**config.mk**
```make
export PLATFORM = sky130hd
export DESIGN_NAME = psum_writeback_collector_flat
export DESIGN_NICKNAME = d
export VERILOG_FILES = /design/src/rtl/psum_writeback_collector_pkg.sv /design/src/rtl/psum_writeback_collector_if.sv /design/src/rtl/psum_writeback_collector_fifo.sv /design/src/rtl/psum_writeback_collector.sv /design/src/flat_wrapper.sv
export SDC_FILE = /design/constraint.sdc
export NUM_CORES = 1
export LEC_CHECK = 0
export BUFFER_PORTS_ARGS = -buffer_cell sky130_fd_sc_hd__buf_2
export CAP_MARGIN = 20
export CORE_ASPECT_RATIO = 0.9
export CORE_MARGIN = 5
export CORE_UTILIZATION = 55
export DETAILED_ROUTE_END_ITERATION = 10
export PLACE_DENSITY_LB_ADDON = 0.3
export RECOVER_POWER = 100
export SETUP_SLACK_MARGIN = 0.15
export SLEW_MARGIN = 20
export SYNTH_ARGS = -nofsm -noshare
export SYNTH_HDL_FRONTEND = slang
export SYNTH_SLANG_ARGS = --single-unit
```
**constraint.sdc**
```tcl
create_clock -name clk -period 24.3 [get_ports clk]
set_clock_uncertainty 0.1 [all_clocks]
set_input_delay 3.645 -clock clk [delete_from_list [all_inputs] [get_ports clk]]
set_output_delay 3.645 -clock clk [all_outputs]
set_load 0.02 [all_outputs]
```
**src/rtl/psum_writeback_collector_pkg.sv**
```systemverilog
// -----------------------------------------------------------------------------
// psum_pkg
// Shared definitions for the psum receive path. The index generator and the
// writeback collector both import this package, so the default loop-dimension
// widths stay identical on both sides of the PE array.
//
// Contents:
//   PSUM_*_WIDTH       default widths for data, loop dimensions and addresses
//   PSUM_FIFO_DEPTH    default collector FIFO depth
//   collector_state_e  writeback collector state encoding
// -----------------------------------------------------------------------------
package psum_pkg;

  localparam int PSUM_DATA_WIDTH = 16;
  localparam int PSUM_F_WIDTH    = 6;
  localparam int PSUM_N_WIDTH    = 3;
  localparam int PSUM_E_WIDTH    = 8;
  localparam int PSUM_P_WIDTH    = 5;
  localparam int PSUM_T_WIDTH    = 3;
  localparam int PSUM_ADDR_WIDTH = 25;
  localparam int PSUM_FIFO_DEPTH = 4;

  typedef enum logic [2:0] {
    IDLE  = 3'd0,
    LOAD  = 3'd1,
    RUN   = 3'd2,
    DRAIN = 3'd3,
    DONE  = 3'd4
  } collector_state_e;

endpackage

```
**src/rtl/psum_writeback_collector_if.sv**
```systemverilog
// -----------------------------------------------------------------------------
// psum_writeback_collector_if
// Bundles the two streaming sides of the collector:
//   psum input  : psum_in_valid / psum_in_data / psum_in_ready from the PE array
//   throttle    : await back to the index generator
//   write port  : wr_en / wr_ready / wr_addr / wr_data to the global psum buffer
//   indices     : psum/channel/row/col indices of the write currently offered
//
// Modports:
//   master : the collector (accepts psums, drives the buffer write port)
//   slave  : the environment (PE array, index generator, psum buffer)
// -----------------------------------------------------------------------------
interface psum_writeback_collector_if
  import psum_pkg::*;
#(
  parameter int DATA_WIDTH = PSUM_DATA_WIDTH,
  parameter int F_WIDTH    = PSUM_F_WIDTH,
  parameter int n_WIDTH    = PSUM_N_WIDTH,
  parameter int e_WIDTH    = PSUM_E_WIDTH,
  parameter int p_WIDTH    = PSUM_P_WIDTH,
  parameter int t_WIDTH    = PSUM_T_WIDTH,
  parameter int ADDR_WIDTH = PSUM_ADDR_WIDTH
);

  logic                       psum_in_valid;
  logic [DATA_WIDTH-1:0]      psum_in_data;
  logic                       psum_in_ready;
  logic                       await;
  logic                       wr_en;
  logic                       wr_ready;
  logic [ADDR_WIDTH-1:0]      wr_addr;
  logic [DATA_WIDTH-1:0]      wr_data;
  logic [n_WIDTH-1:0]         psum_index;
  logic [p_WIDTH+t_WIDTH-1:0] channel_index;
  logic [e_WIDTH-1:0]         row_index;
  logic [F_WIDTH-1:0]         col_index;

  modport master (
    input  psum_in_valid, psum_in_data, wr_ready,
    output psum_in_ready, await, wr_en, wr_addr, wr_data,
           psum_index, channel_index, row_index, col_index
  );

  modport slave (
    output psum_in_valid, psum_in_data, wr_ready,
    input  psum_in_ready, await, wr_en, wr_addr, wr_data,
           psum_index, channel_index, row_index, col_index
  );

endinterface

```
**src/rtl/psum_writeback_collector_fifo.sv**
```systemverilog
// -----------------------------------------------------------------------------
// psum_fifo
// Small synchronous FIFO buffering psums between the PE array and the global
// psum buffer. Updates on the falling clock edge like the rest of the collector.
// FIFO_DEPTH must be a power of two (pointers wrap naturally) and >= 2.
//
// Ports:
//   clk, reset_n  falling-edge clock, asynchronous active-low reset
//   push          write push_data at the tail (never asserted while full)
//   push_data     data to enqueue
//   pop           drop the head entry (never asserted while empty)
//   head          current head entry (undefined while empty)
//   full, empty   occupancy flags
//   count         number of valid entries
// -----------------------------------------------------------------------------
module psum_fifo #(
  parameter int DATA_WIDTH = 16,
  parameter int FIFO_DEPTH = 4
) (
  input  logic                          clk,
  input  logic                          reset_n,
  input  logic                          push,
  input  logic [DATA_WIDTH-1:0]         push_data,
  input  logic                          pop,
  output logic [DATA_WIDTH-1:0]         head,
  output logic                          full,
  output logic                          empty,
  output logic [$clog2(FIFO_DEPTH):0]   count
);

  localparam int PTR_W = $clog2(FIFO_DEPTH);
  localparam int CNT_W = PTR_W + 1;

  logic [DATA_WIDTH-1:0] mem [FIFO_DEPTH];
  logic [PTR_W-1:0]      wr_ptr;
  logic [PTR_W-1:0]      rd_ptr;

  // NOTE: sequential state uses non-blocking assignments so every register
  // samples pre-edge values regardless of statement order.
  always_ff @(negedge clk or negedge reset_n) begin
    if (!reset_n) begin
      wr_ptr <= '0;
      rd_ptr <= '0;
      count  <= '0;
    end else begin
      if (push) wr_ptr <= wr_ptr + 1'b1;
      if (pop)  rd_ptr <= rd_ptr + 1'b1;
      case ({push, pop})
        2'b10:   count <= count + 1'b1;
        2'b01:   count <= count - 1'b1;
        default: count <= count;
      endcase
    end
  end

  // NOTE: storage is deliberately left out of reset; only pointers and count
  // define validity, and the consumer masks the head while the FIFO is empty.
  always_ff @(negedge clk) begin
    if (push) mem[wr_ptr] <= push_data;
  end

  assign head  = mem[rd_ptr];
  assign full  = (count == CNT_W'(FIFO_DEPTH));
  assign empty = (count == '0);

  a_no_push_full: assert property (@(negedge clk) disable iff (!reset_n) !(push && full));
  a_no_pop_empty: assert property (@(negedge clk) disable iff (!reset_n) !(pop && empty));

endmodule

```
**src/rtl/psum_writeback_collector.sv**
```systemverilog
// -----------------------------------------------------------------------------
// psum_writeback_collector
// Receive end of the psum path. Psums streamed out of the PE array are queued
// in a small FIFO and written to the global psum buffer at consecutive linear
// addresses. Each write carries its (psum, channel, row, col) indices, derived
// from the same loop nest the index generator walks:
//   innermost -> outermost : p_idx, F_idx, n_idx, t_idx, e_idx
// so wr_addr == (((e_idx*t+t_idx)*n+n_idx)*F+F_idx)*p+p_idx by construction.
// await (FIFO full) throttles the index generator.
// All state updates on the falling clock edge, matching NoC controller timing.
//
// Ports:
//   clk, reset_n   falling-edge clock, asynchronous active-low reset
//   start          begin a job (sampled only in IDLE)
//   F, n, e, p, t  loop dimensions (latched at start)
//   busy           job in progress (LOAD/RUN/DRAIN)
//   done           one-cycle completion pulse
//   bus            psum input, await, buffer write port and write indices
// -----------------------------------------------------------------------------
module psum_writeback_collector
  import psum_pkg::*;
#(
  parameter int DATA_WIDTH = PSUM_DATA_WIDTH,
  parameter int F_WIDTH    = PSUM_F_WIDTH,
  parameter int n_WIDTH    = PSUM_N_WIDTH,
  parameter int e_WIDTH    = PSUM_E_WIDTH,
  parameter int p_WIDTH    = PSUM_P_WIDTH,
  parameter int t_WIDTH    = PSUM_T_WIDTH,
  parameter int ADDR_WIDTH = PSUM_ADDR_WIDTH,
  parameter int FIFO_DEPTH = PSUM_FIFO_DEPTH
) (
  input  logic               clk,
  input  logic               reset_n,
  input  logic               start,
  input  logic [F_WIDTH-1:0] F,
  input  logic [n_WIDTH-1:0] n,
  input  logic [e_WIDTH-1:0] e,
  input  logic [p_WIDTH-1:0] p,
  input  logic [t_WIDTH-1:0] t,
  output logic               busy,
  output logic               done,
  psum_writeback_collector_if.master bus
);

  localparam int CH_WIDTH = p_WIDTH + t_WIDTH;
  localparam int CNT_W    = $clog2(FIFO_DEPTH) + 1;

  collector_state_e state, state_next;

  // Latched job configuration.
  logic [F_WIDTH-1:0] f_cfg;
  logic [n_WIDTH-1:0] n_cfg;
  logic [e_WIDTH-1:0] e_cfg;
  logic [p_WIDTH-1:0] p_cfg;
  logic [t_WIDTH-1:0] t_cfg;

  logic [ADDR_WIDTH-1:0] total;
  logic [ADDR_WIDTH-1:0] total_calc;
  logic [ADDR_WIDTH-1:0] in_cnt;
  logic [ADDR_WIDTH-1:0] wr_cnt;

  // Loop-nest position of the write currently at the FIFO head.
  logic [p_WIDTH-1:0] p_idx;
  logic [F_WIDTH-1:0] f_idx;
  logic [n_WIDTH-1:0] n_idx;
  logic [t_WIDTH-1:0] t_idx;
  logic [e_WIDTH-1:0] e_idx;

  logic [p_WIDTH-1:0] p_last;
  logic [F_WIDTH-1:0] f_last;
  logic [n_WIDTH-1:0] n_last;
  logic [t_WIDTH-1:0] t_last;
  logic [e_WIDTH-1:0] e_last;

  logic                  accept_ok;
  logic                  write_ok;
  logic                  push;
  logic                  pop;
  logic                  last_pop;
  logic                  fifo_full;
  logic                  fifo_empty;
  logic [DATA_WIDTH-1:0] fifo_head;
  logic [CNT_W-1:0]      fifo_count;

  // Product of the latched dimensions, truncated to the address width.
  assign total_calc = ADDR_WIDTH'(e_cfg) * ADDR_WIDTH'(t_cfg) * ADDR_WIDTH'(n_cfg)
                    * ADDR_WIDTH'(f_cfg) * ADDR_WIDTH'(p_cfg);

  assign push     = bus.psum_in_valid && accept_ok;
  assign pop      = write_ok && bus.wr_ready;
  assign last_pop = pop && (wr_cnt == total - 1'b1);

  assign p_last = p_cfg - 1'b1;
  assign f_last = f_cfg - 1'b1;
  assign n_last = n_cfg - 1'b1;
  assign t_last = t_cfg - 1'b1;
  assign e_last = e_cfg - 1'b1;

  psum_fifo #(
    .DATA_WIDTH (DATA_WIDTH),
    .FIFO_DEPTH (FIFO_DEPTH)
  ) u_fifo (
    .clk       (clk),
    .reset_n   (reset_n),
    .push      (push),
    .push_data (bus.psum_in_data),
    .pop       (pop),
    .head      (fifo_head),
    .full      (fifo_full),
    .empty     (fifo_empty),
    .count     (fifo_count)
  );

  // ---------------------------------------------------------------------------
  // FSM: state register
  // ---------------------------------------------------------------------------
  always_ff @(negedge clk or negedge reset_n) begin
    if (!reset_n) state <= IDLE;
    else          state <= state_next;
  end

  // ---------------------------------------------------------------------------
  // FSM: next state
  // The last write may complete while still in RUN (the final psum was popped
  // in the cycle right after it was accepted); in that case DRAIN would never
  // see a handshake, so RUN goes straight to DONE.
  // ---------------------------------------------------------------------------
  always_comb begin
    // NOTE: default first so no path leaves a variable unassigned (no latch).
    state_next = state;
    case (state)
      IDLE:    if (start) state_next = LOAD;
      LOAD:    state_next = (total_calc == '0) ? DONE : RUN;
      RUN:     if (in_cnt == total) state_next = last_pop ? DONE : DRAIN;
      DRAIN:   if (last_pop) state_next = DONE;
      DONE:    state_next = IDLE;
      default: state_next = IDLE;
    endcase
  end

  // ---------------------------------------------------------------------------
  // FSM: outputs
  // ---------------------------------------------------------------------------
  always_comb begin
    busy      = 1'b0;
    done      = 1'b0;
    accept_ok = 1'b0;
    write_ok  = 1'b0;
    case (state)
      LOAD:  busy = 1'b1;
      RUN: begin
        busy      = 1'b1;
        accept_ok = !fifo_full && (in_cnt < total);
        write_ok  = !fifo_empty;
      end
      DRAIN: begin
        busy     = 1'b1;
        write_ok = !fifo_empty;
      end
      DONE:    done = 1'b1;
      default: ;
    endcase
  end

  // ---------------------------------------------------------------------------
  // Datapath: configuration, counters and loop-nest indices
  // ---------------------------------------------------------------------------
  always_ff @(negedge clk or negedge reset_n) begin
    if (!reset_n) begin
      f_cfg  <= '0;
      n_cfg  <= '0;
      e_cfg  <= '0;
      p_cfg  <= '0;
      t_cfg  <= '0;
      total  <= '0;
      in_cnt <= '0;
      wr_cnt <= '0;
      p_idx  <= '0;
      f_idx  <= '0;
      n_idx  <= '0;
      t_idx  <= '0;
      e_idx  <= '0;
    end else begin
      if (state == IDLE && start) begin
        f_cfg  <= F;
        n_cfg  <= n;
        e_cfg  <= e;
        p_cfg  <= p;
        t_cfg  <= t;
        in_cnt <= '0;
        wr_cnt <= '0;
        p_idx  <= '0;
        f_idx  <= '0;
        n_idx  <= '0;
        t_idx  <= '0;
        e_idx  <= '0;
      end

      if (state == LOAD) total <= total_calc;

      if (push) in_cnt <= in_cnt + 1'b1;

      if (pop) begin
        wr_cnt <= wr_cnt + 1'b1;
        // Odometer walk: each level wraps at dim-1 and carries outward.
        if (p_idx == p_last) begin
          p_idx <= '0;
          if (f_idx == f_last) begin
            f_idx <= '0;
            if (n_idx == n_last) begin
              n_idx <= '0;
              if (t_idx == t_last) begin
                t_idx <= '0;
                e_idx <= (e_idx == e_last) ? '0 : e_idx + 1'b1;
              end else begin
                t_idx <= t_idx + 1'b1;
              end
            end else begin
              n_idx <= n_idx + 1'b1;
            end
          end else begin
            f_idx <= f_idx + 1'b1;
          end
        end else begin
          p_idx <= p_idx + 1'b1;
        end
      end
    end
  end

  // ---------------------------------------------------------------------------
  // Interface outputs
  // The FIFO head is masked while no write is offered so the data bus reads 0
  // after reset and between jobs instead of stale or uninitialised storage.
  // ---------------------------------------------------------------------------
  assign bus.psum_in_ready = accept_ok;
  assign bus.await         = fifo_full;
  assign bus.wr_en         = write_ok;
  assign bus.wr_addr       = wr_cnt;
  assign bus.wr_data       = write_ok ? fifo_head : '0;
  assign bus.psum_index    = n_idx;
  assign bus.row_index     = e_idx;
  assign bus.col_index     = f_idx;
  assign bus.channel_index = CH_WIDTH'(p_idx) + CH_WIDTH'(t_idx) * CH_WIDTH'(p_cfg);

  a_count_bound: assert property (@(negedge clk) disable iff (!reset_n)
                                  fifo_count <= CNT_W'(FIFO_DEPTH));

endmodule

```
**src/flat_wrapper.sv**
```systemverilog
// flat-port wrapper written by rule: the top's interface ports become plain ports
module psum_writeback_collector_flat import psum_pkg::*;
#(
  parameter int DATA_WIDTH = PSUM_DATA_WIDTH,
  parameter int F_WIDTH    = PSUM_F_WIDTH,
  parameter int n_WIDTH    = PSUM_N_WIDTH,
  parameter int e_WIDTH    = PSUM_E_WIDTH,
  parameter int p_WIDTH    = PSUM_P_WIDTH,
  parameter int t_WIDTH    = PSUM_T_WIDTH,
  parameter int ADDR_WIDTH = PSUM_ADDR_WIDTH,
  parameter int FIFO_DEPTH = PSUM_FIFO_DEPTH
)
  (clk, reset_n, start, F, n, e, p, t, busy, done, bus_psum_in_valid, bus_psum_in_data, bus_wr_ready, bus_psum_in_ready, bus_await, bus_wr_en, bus_wr_addr, bus_wr_data, bus_psum_index, bus_channel_index, bus_row_index, bus_col_index);
  psum_writeback_collector_if #(.DATA_WIDTH(DATA_WIDTH), .F_WIDTH(F_WIDTH), .n_WIDTH(n_WIDTH), .e_WIDTH(e_WIDTH), .p_WIDTH(p_WIDTH), .t_WIDTH(t_WIDTH), .ADDR_WIDTH(ADDR_WIDTH)) bus_i ();
  input  logic clk;
  input  logic reset_n;
  input  logic start;
  input  logic [F_WIDTH-1:0] F;
  input  logic [n_WIDTH-1:0] n;
  input  logic [e_WIDTH-1:0] e;
  input  logic [p_WIDTH-1:0] p;
  input  logic [t_WIDTH-1:0] t;
  output logic busy;
  output logic done;
  input wire logic [$bits(bus_i.psum_in_valid)-1:0] bus_psum_in_valid;
  input wire logic [$bits(bus_i.psum_in_data)-1:0] bus_psum_in_data;
  input wire logic [$bits(bus_i.wr_ready)-1:0] bus_wr_ready;
  output wire logic [$bits(bus_i.psum_in_ready)-1:0] bus_psum_in_ready;
  output wire logic [$bits(bus_i.await)-1:0] bus_await;
  output wire logic [$bits(bus_i.wr_en)-1:0] bus_wr_en;
  output wire logic [$bits(bus_i.wr_addr)-1:0] bus_wr_addr;
  output wire logic [$bits(bus_i.wr_data)-1:0] bus_wr_data;
  output wire logic [$bits(bus_i.psum_index)-1:0] bus_psum_index;
  output wire logic [$bits(bus_i.channel_index)-1:0] bus_channel_index;
  output wire logic [$bits(bus_i.row_index)-1:0] bus_row_index;
  output wire logic [$bits(bus_i.col_index)-1:0] bus_col_index;
  assign bus_i.psum_in_valid = bus_psum_in_valid;
  assign bus_i.psum_in_data = bus_psum_in_data;
  assign bus_i.wr_ready = bus_wr_ready;
  assign bus_psum_in_ready = bus_i.psum_in_ready;
  assign bus_await = bus_i.await;
  assign bus_wr_en = bus_i.wr_en;
  assign bus_wr_addr = bus_i.wr_addr;
  assign bus_wr_data = bus_i.wr_data;
  assign bus_psum_index = bus_i.psum_index;
  assign bus_channel_index = bus_i.channel_index;
  assign bus_row_index = bus_i.row_index;
  assign bus_col_index = bus_i.col_index;
  psum_writeback_collector #(.DATA_WIDTH(DATA_WIDTH), .F_WIDTH(F_WIDTH), .n_WIDTH(n_WIDTH), .e_WIDTH(e_WIDTH), .p_WIDTH(p_WIDTH), .t_WIDTH(t_WIDTH), .ADDR_WIDTH(ADDR_WIDTH), .FIFO_DEPTH(FIFO_DEPTH)) u_core (.clk(clk), .reset_n(reset_n), .start(start), .F(F), .n(n), .e(e), .p(p), .t(t), .busy(busy), .done(done), .bus(bus_i));
endmodule
```
# --- Yosys cells after proc, flatten, opt, wreduce, memory -nomap -nowiden ---
# Memory sizes are Yosys's and may differ from the RTL's.
# Index checks and enable logic that the tools add are counted.
totals:
  memories: 1
  elab_cells: 117
  ff_bits: 135
  ram_bits: 64
  inputBits: 46
  out_inout_bits: 71
classes:
  eq_ne: 17
  muxes: 42
  multipliers: 5
  n_reduce_logical: 16
  n_lt_le_gt_ge: 1
  add_sub_neg: 18
memory_table:
  columns: ["name", "depth", "word_bits", "read_ports", "rd_clocked_by_memory_dff", "wr", "line_no", "text"]
  rows:
  - ["u_core.u_fifo.mem", 4, 16, 1, 0, 1, "psum_writeback_collector_fifo.sv:34", "logic [DATA_WIDTH-1:0] mem [FIFO_DEPTH];"]
op_table:
  columns: ["cell", "n"]
  rows:
  - ["25-bit two-way mux", 3]
  - ["8-bit two-way mux", 7]
  - ["25-bit by 1-bit adder with 25-bit output (second input constant)", 2]
  - ["25-bit equality test", 2]
  - ["3-bit two-way mux", 16]
  - ["25-bit logical NOT", 1]
  - ["25-bit less-than comparator", 1]
  - ["20-bit by 5-bit multiplier with 25-bit output", 1]
  - ["25-bit by 1-bit subtractor with 25-bit output (second input constant)", 1]
  - ["6-bit two-way mux", 4]
  - ["14-bit by 6-bit multiplier with 20-bit output", 1]
  - ["16-bit two-way mux", 1]
  - ["5-bit two-way mux", 3]
  - ["11-bit by 3-bit multiplier with 14-bit output", 1]
  - ["3-bit one-hot mux with 4 select lines", 1]
  - ["8-bit by 3-bit multiplier with 11-bit output", 1]
  - ["3-bit by 1-bit adder with 3-bit output (second input constant)", 3]
  - ["3-bit by 1-bit subtractor with 3-bit output (second input constant)", 3]
  - ["5-bit by 8-bit adder with 8-bit output", 1]
  - ["8-bit by 1-bit adder with 8-bit output (second input constant)", 1]
  - ["8-bit equality test", 1]
  - ["3-bit by 5-bit multiplier with 8-bit output", 1]
  - ["8-bit by 1-bit subtractor with 8-bit output (second input constant)", 1]
  - ["6-bit by 1-bit adder with 6-bit output (second input constant)", 1]
  - ["other kinds (23)", 41]

# --- Logic depth before layout (Yosys ltp) ---
depth:
  depth_word: 8
  depth_mapped: 53
  depth_no_buf: 51

# --- By module ---
# From an unflattened synthesis, not the netlist that was laid out.
unflattened:
  cells_unflattened: 1992
  hier_area_um2: 18266.3
by_module_without_submodules:
  columns: ["module", "n_inst", "area_per_inst_um2", "cells_each"]
  rows:
  - ["psum_writeback_collector", 1, 15513.6, 1871]
  - ["psum_fifo", 1, 2752.6, 121]

==> out/results.env <==
CAP_VIOLATIONS=4
WIRE_LENGTH_OF_THE_FIRST_GLOBAL_ROUTING_PASS_UM=70600
GLOBALROUTE.TOTALOVERFLOW=0
ROOT_BUFFER='sky130_fd_sc_hd__clkbuf_16'
DIE_H_UM=182
WORST_SETUP_HOLD_PATH_CLK_SLEW_NS=0.06
SYNTH.DISTINCT_CELLS=64
CRIT_ARRIVAL_NS=16.26
ROUTE.DETAILED.DRC=0
DRT-VIAS-PER-INSTANCE=5.66
DRT_PASS1_ITERATIONS=6
DRIVE_GT1_FRAC=0.0539
NNETSFINAL=2416
POST_CTS_RESIZED=0
POST_ROUTE_CORE_UTILIZATION=0.604
SETUP_VIOLATIONS=0
PLACE_AREA_SQ_MM=0.0190
GRT_SETUP_UNREPAIRED='no'
WL_PER_CELL_UM=16.3
POST-CTS-SETUP-BUFFER-COUNT=0
YS_TOP_CELLS_BY_COUNT='sky130_fd_sc_hd__nand2_1, sky130_fd_sc_hd__inv_1, sky130_fd_sc_hd__and2_1'
FINALMAXSLEWVIOLATIONS=199
FINAL_ANTENNA_NET_COUNT=0
DIE_W_UM=201
VIAS=14400
FINAL_HOLD_VIOL_COUNT=0
CLOCK_TREE.HTREE_LEVEL_COUNT=4
CRITPATHMAXFANOUT=28
AVGSYNTHCELLAREA_SQ_UM=9.16
WL_UM=41400
ROWS=63
CLK_LATENCY_NS=0.43
INITIAL_UTILIZATION=0.553
SYNTH_EDF_COUNT=64
RUN_STATUS='finished with violations'
N_FILL_CELL=2803
FIRST_GLOBAL_VIAS=14600
YS.WARNINGS.COUNT=0
TRITONCTS='built'
SYNTH_TOP_CELL_AREA_SHARE=0.187
SETUP_SLACK_NS=4.30
FIN_AREA_SQ_MM=0.0197
MAPPEDNETLISTAREA_SQ_MM=0.0181
CTS_BUFFERS=17
YOSYSTOPAREACELL='sky130_fd_sc_hd__dfrtn_1'
TNS_NS=0
FAILING_CHECKS='capacitance limit, slew limit'
DESIGN.PORTCOUNT=117
HOLDCRITPATHCLASS='reg2reg'
POSTSYNTHCELLCOUNT=1974
WORSTPATHREQUIRED_NS=20.56
BUFFER_PORTS.INSERTED=116
CTS_HOLD_FIX_BUFS=0
SYNTHARSTFLOPSHARE=0.678
PLACE_CONGESTION=0.880
SYN_TO_FINAL_GROWTH_PCT=9.15
GRT.TOTAL_USAGE=0.230
CORE_SQ_MM=0.0327
ANTENNADIODECOUNT=0
PLACEMENT_STAGE_WORST_SETUP_SLACK_NS=4.87
CRIT_TYPE='reg2out'
WORST_SLEW_PIN_SLEW_NS=3.66
DESIGN.DIE.AREA_SQ_MM=0.0366
INITIALDRTVIOLATIONCOUNT=961
DP_HPWL_UM=31900
GRT_MAX_DEGREE=69
SYNTHESIS.NETS=2287
TOP_COUNT_CELL_POST_SYNTH='sky130_fd_sc_hd__nand2_1'
TIMING.SLEW.HEADROOM=-1.44
CP-END-KIND='output port'
LEADING_CELL_TYPES_BY_TOTAL_AREA_AFTER_SYNTHESIS='sky130_fd_sc_hd__dfrtn_1, sky130_fd_sc_hd__fa_1, sky130_fd_sc_hd__edfxtp_1, sky130_fd_sc_hd__ha_1, sky130_fd_sc_hd__and2_1'
SYNTH-SEQ-CELLS=199
MOST_FREQUENTLY_USED_FLOP_MASTER_AFTER_SYNTHESIS='sky130_fd_sc_hd__dfrtn_1'
START_KIND='flop'
TRITONCTS_NUM_SINKS=199
ANTENNA_FOUND_INITIAL=0
SHARE_OF_SYNTHESIZED_AREA_OCCUPIED_BY_FLIP_FLOPS_AND_LATCHES=0.293
CLOCKBUFFERDEPTH=2
worst paths after layout:
kind | startpoint | end | slack, ns | cells after the start
max | u_core.p_cfg[2] | bus_channel_index[7] | 4.30 | 12
min | u_core.u_fifo.count[0] | u_core.u_fifo.count[0] | 0.36 | 1
max reg2reg | u_core.t_cfg[2] | u_core.state[2] | 11.40 | 47
min reg2reg | u_core.u_fifo.count[0] | u_core.u_fifo.count[0] | 0.36 | 1
max in group asynchronous | reset_n | u_core.bus.psum_index[1] | 5.28 | 2
min in group asynchronous | reset_n | u_core.in_cnt[18] | 16.38 | 1
kinds of logic after synthesis:
| family | count (synthesis) | synth area share |
|---|---|---|
| and+or+nand+nor | 729 | 0.204 |
| AOI/OAI and AO/OA | 340 | 0.116 |
| buffers and inverters | 279 | 0.0580 |
| adders and majority gates | 267 | 0.238 |
| DFF | 199 | 0.293 |
| xor gates and xnor gates | 124 | 0.0600 |
| muxes | 36 | 0.0316 |
sequential cells by signal, summed over array words and instances (netlist names):
name / flops
u_core.n_cfg: 3
u_core.p_cfg: 5
u_core.in_cnt: 25
u_core.t_idx: 3
u_core.p_idx: 5
u_core.e_cfg: 8
u_core.u_fifo.rd_ptr: 2
u_core.state: 3
u_core.bus.row_index: 8
u_core.u_fifo.mem: 64
u_core.bus.psum_index: 3
u_core.f_cfg: 6
u_core.t_cfg: 3
u_core.u_fifo.count: 3
u_core.bus.wr_addr: 25
u_core.bus.col_index: 6
u_core.u_fifo.wr_ptr: 2
u_core.total: 25
placed cells by master (no fill, tap or decap), types with 17 or more instances in the layout:
| cell | count |
|---|---|
| sky130_fd_sc_hd__inv_1 | 264 |
| sky130_fd_sc_hd__nand2_1 | 245 |
| sky130_fd_sc_hd__ha_1 | 139 |
| sky130_fd_sc_hd__o21ai_0 | 138 |
| sky130_fd_sc_hd__dfrtn_1 | 135 |
| sky130_fd_sc_hd__fa_1 | 128 |
| sky130_fd_sc_hd__and2_1 | 125 |
| sky130_fd_sc_hd__nor2_1 | 83 |
| sky130_fd_sc_hd__xnor2_1 | 81 |
| sky130_fd_sc_hd__clkbuf_1 | 77 |
| sky130_fd_sc_hd__nand3_1 | 64 |
| sky130_fd_sc_hd__edfxtp_1 | 64 |
| sky130_fd_sc_hd__a21oi_1 | 60 |
| sky130_fd_sc_hd__xor2_1 | 43 |
| sky130_fd_sc_hd__buf_2 | 42 |
| sky130_fd_sc_hd__and3_1 | 37 |
| sky130_fd_sc_hd__nor3_1 | 30 |
| sky130_fd_sc_hd__a21o_1 | 29 |
| sky130_fd_sc_hd__and2_0 | 27 |
| sky130_fd_sc_hd__nor2b_1 | 24 |
| sky130_fd_sc_hd__nand4_1 | 20 |
| sky130_fd_sc_hd__nand2b_1 | 18 |
| sky130_fd_sc_hd__nor4_1 | 17 |
| sky130_fd_sc_hd__clkbuf_16 | 17 |
final cells by class:
type	count	area, sq um	area share
clock buffers	17	425	0.0215
clock inverters	79	448	0.0227
inverters	201	754	0.0382
multi-input cells	1496	11700	0.595
flip-flops and latches	199	5300	0.268
well taps	422	528	0.0267
repair buffers	124	544	0.0276
metrics by stage:
stage	cells	hold slack, ns
2_1_floorplan	1974	0.295
3_3_place_gp	2442	0.329
3_5_place_dp	2442	0.352
4_1_cts	2537	0.355
5_1_grt	2538	0.376
6_report	2538	0.356
critical path, cell delays in order, from the launching register on:
cell,delay (ns)
sky130_fd_sc_hd__dfrtn_1,0.97
sky130_fd_sc_hd__nand2_1,0.18
sky130_fd_sc_hd__fa_1,0.56
sky130_fd_sc_hd__inv_1,0.05
sky130_fd_sc_hd__fa_1,0.45
sky130_fd_sc_hd__ha_1,0.35
sky130_fd_sc_hd__a21oi_1,0.17
sky130_fd_sc_hd__nor2_1,0.06
sky130_fd_sc_hd__nor2_1,0.15
sky130_fd_sc_hd__o21bai_1,0.08
sky130_fd_sc_hd__a21oi_1,0.19
sky130_fd_sc_hd__xnor2_1,0.20
sky130_fd_sc_hd__clkbuf_1,0.27
layer usage:
metal,track usage,vias up,part of all wire
met4,0.0581,0,0.020
li1,-,6963,-
met1,0.309,6975,0.44
met5,0,-,0
met3,0.0338,50,0.052
met2,0.395,384,0.49
Power is left out: the tool's default activity adds up to more than one toggle a clock period on the data nets, which glitch-free logic cannot reach.
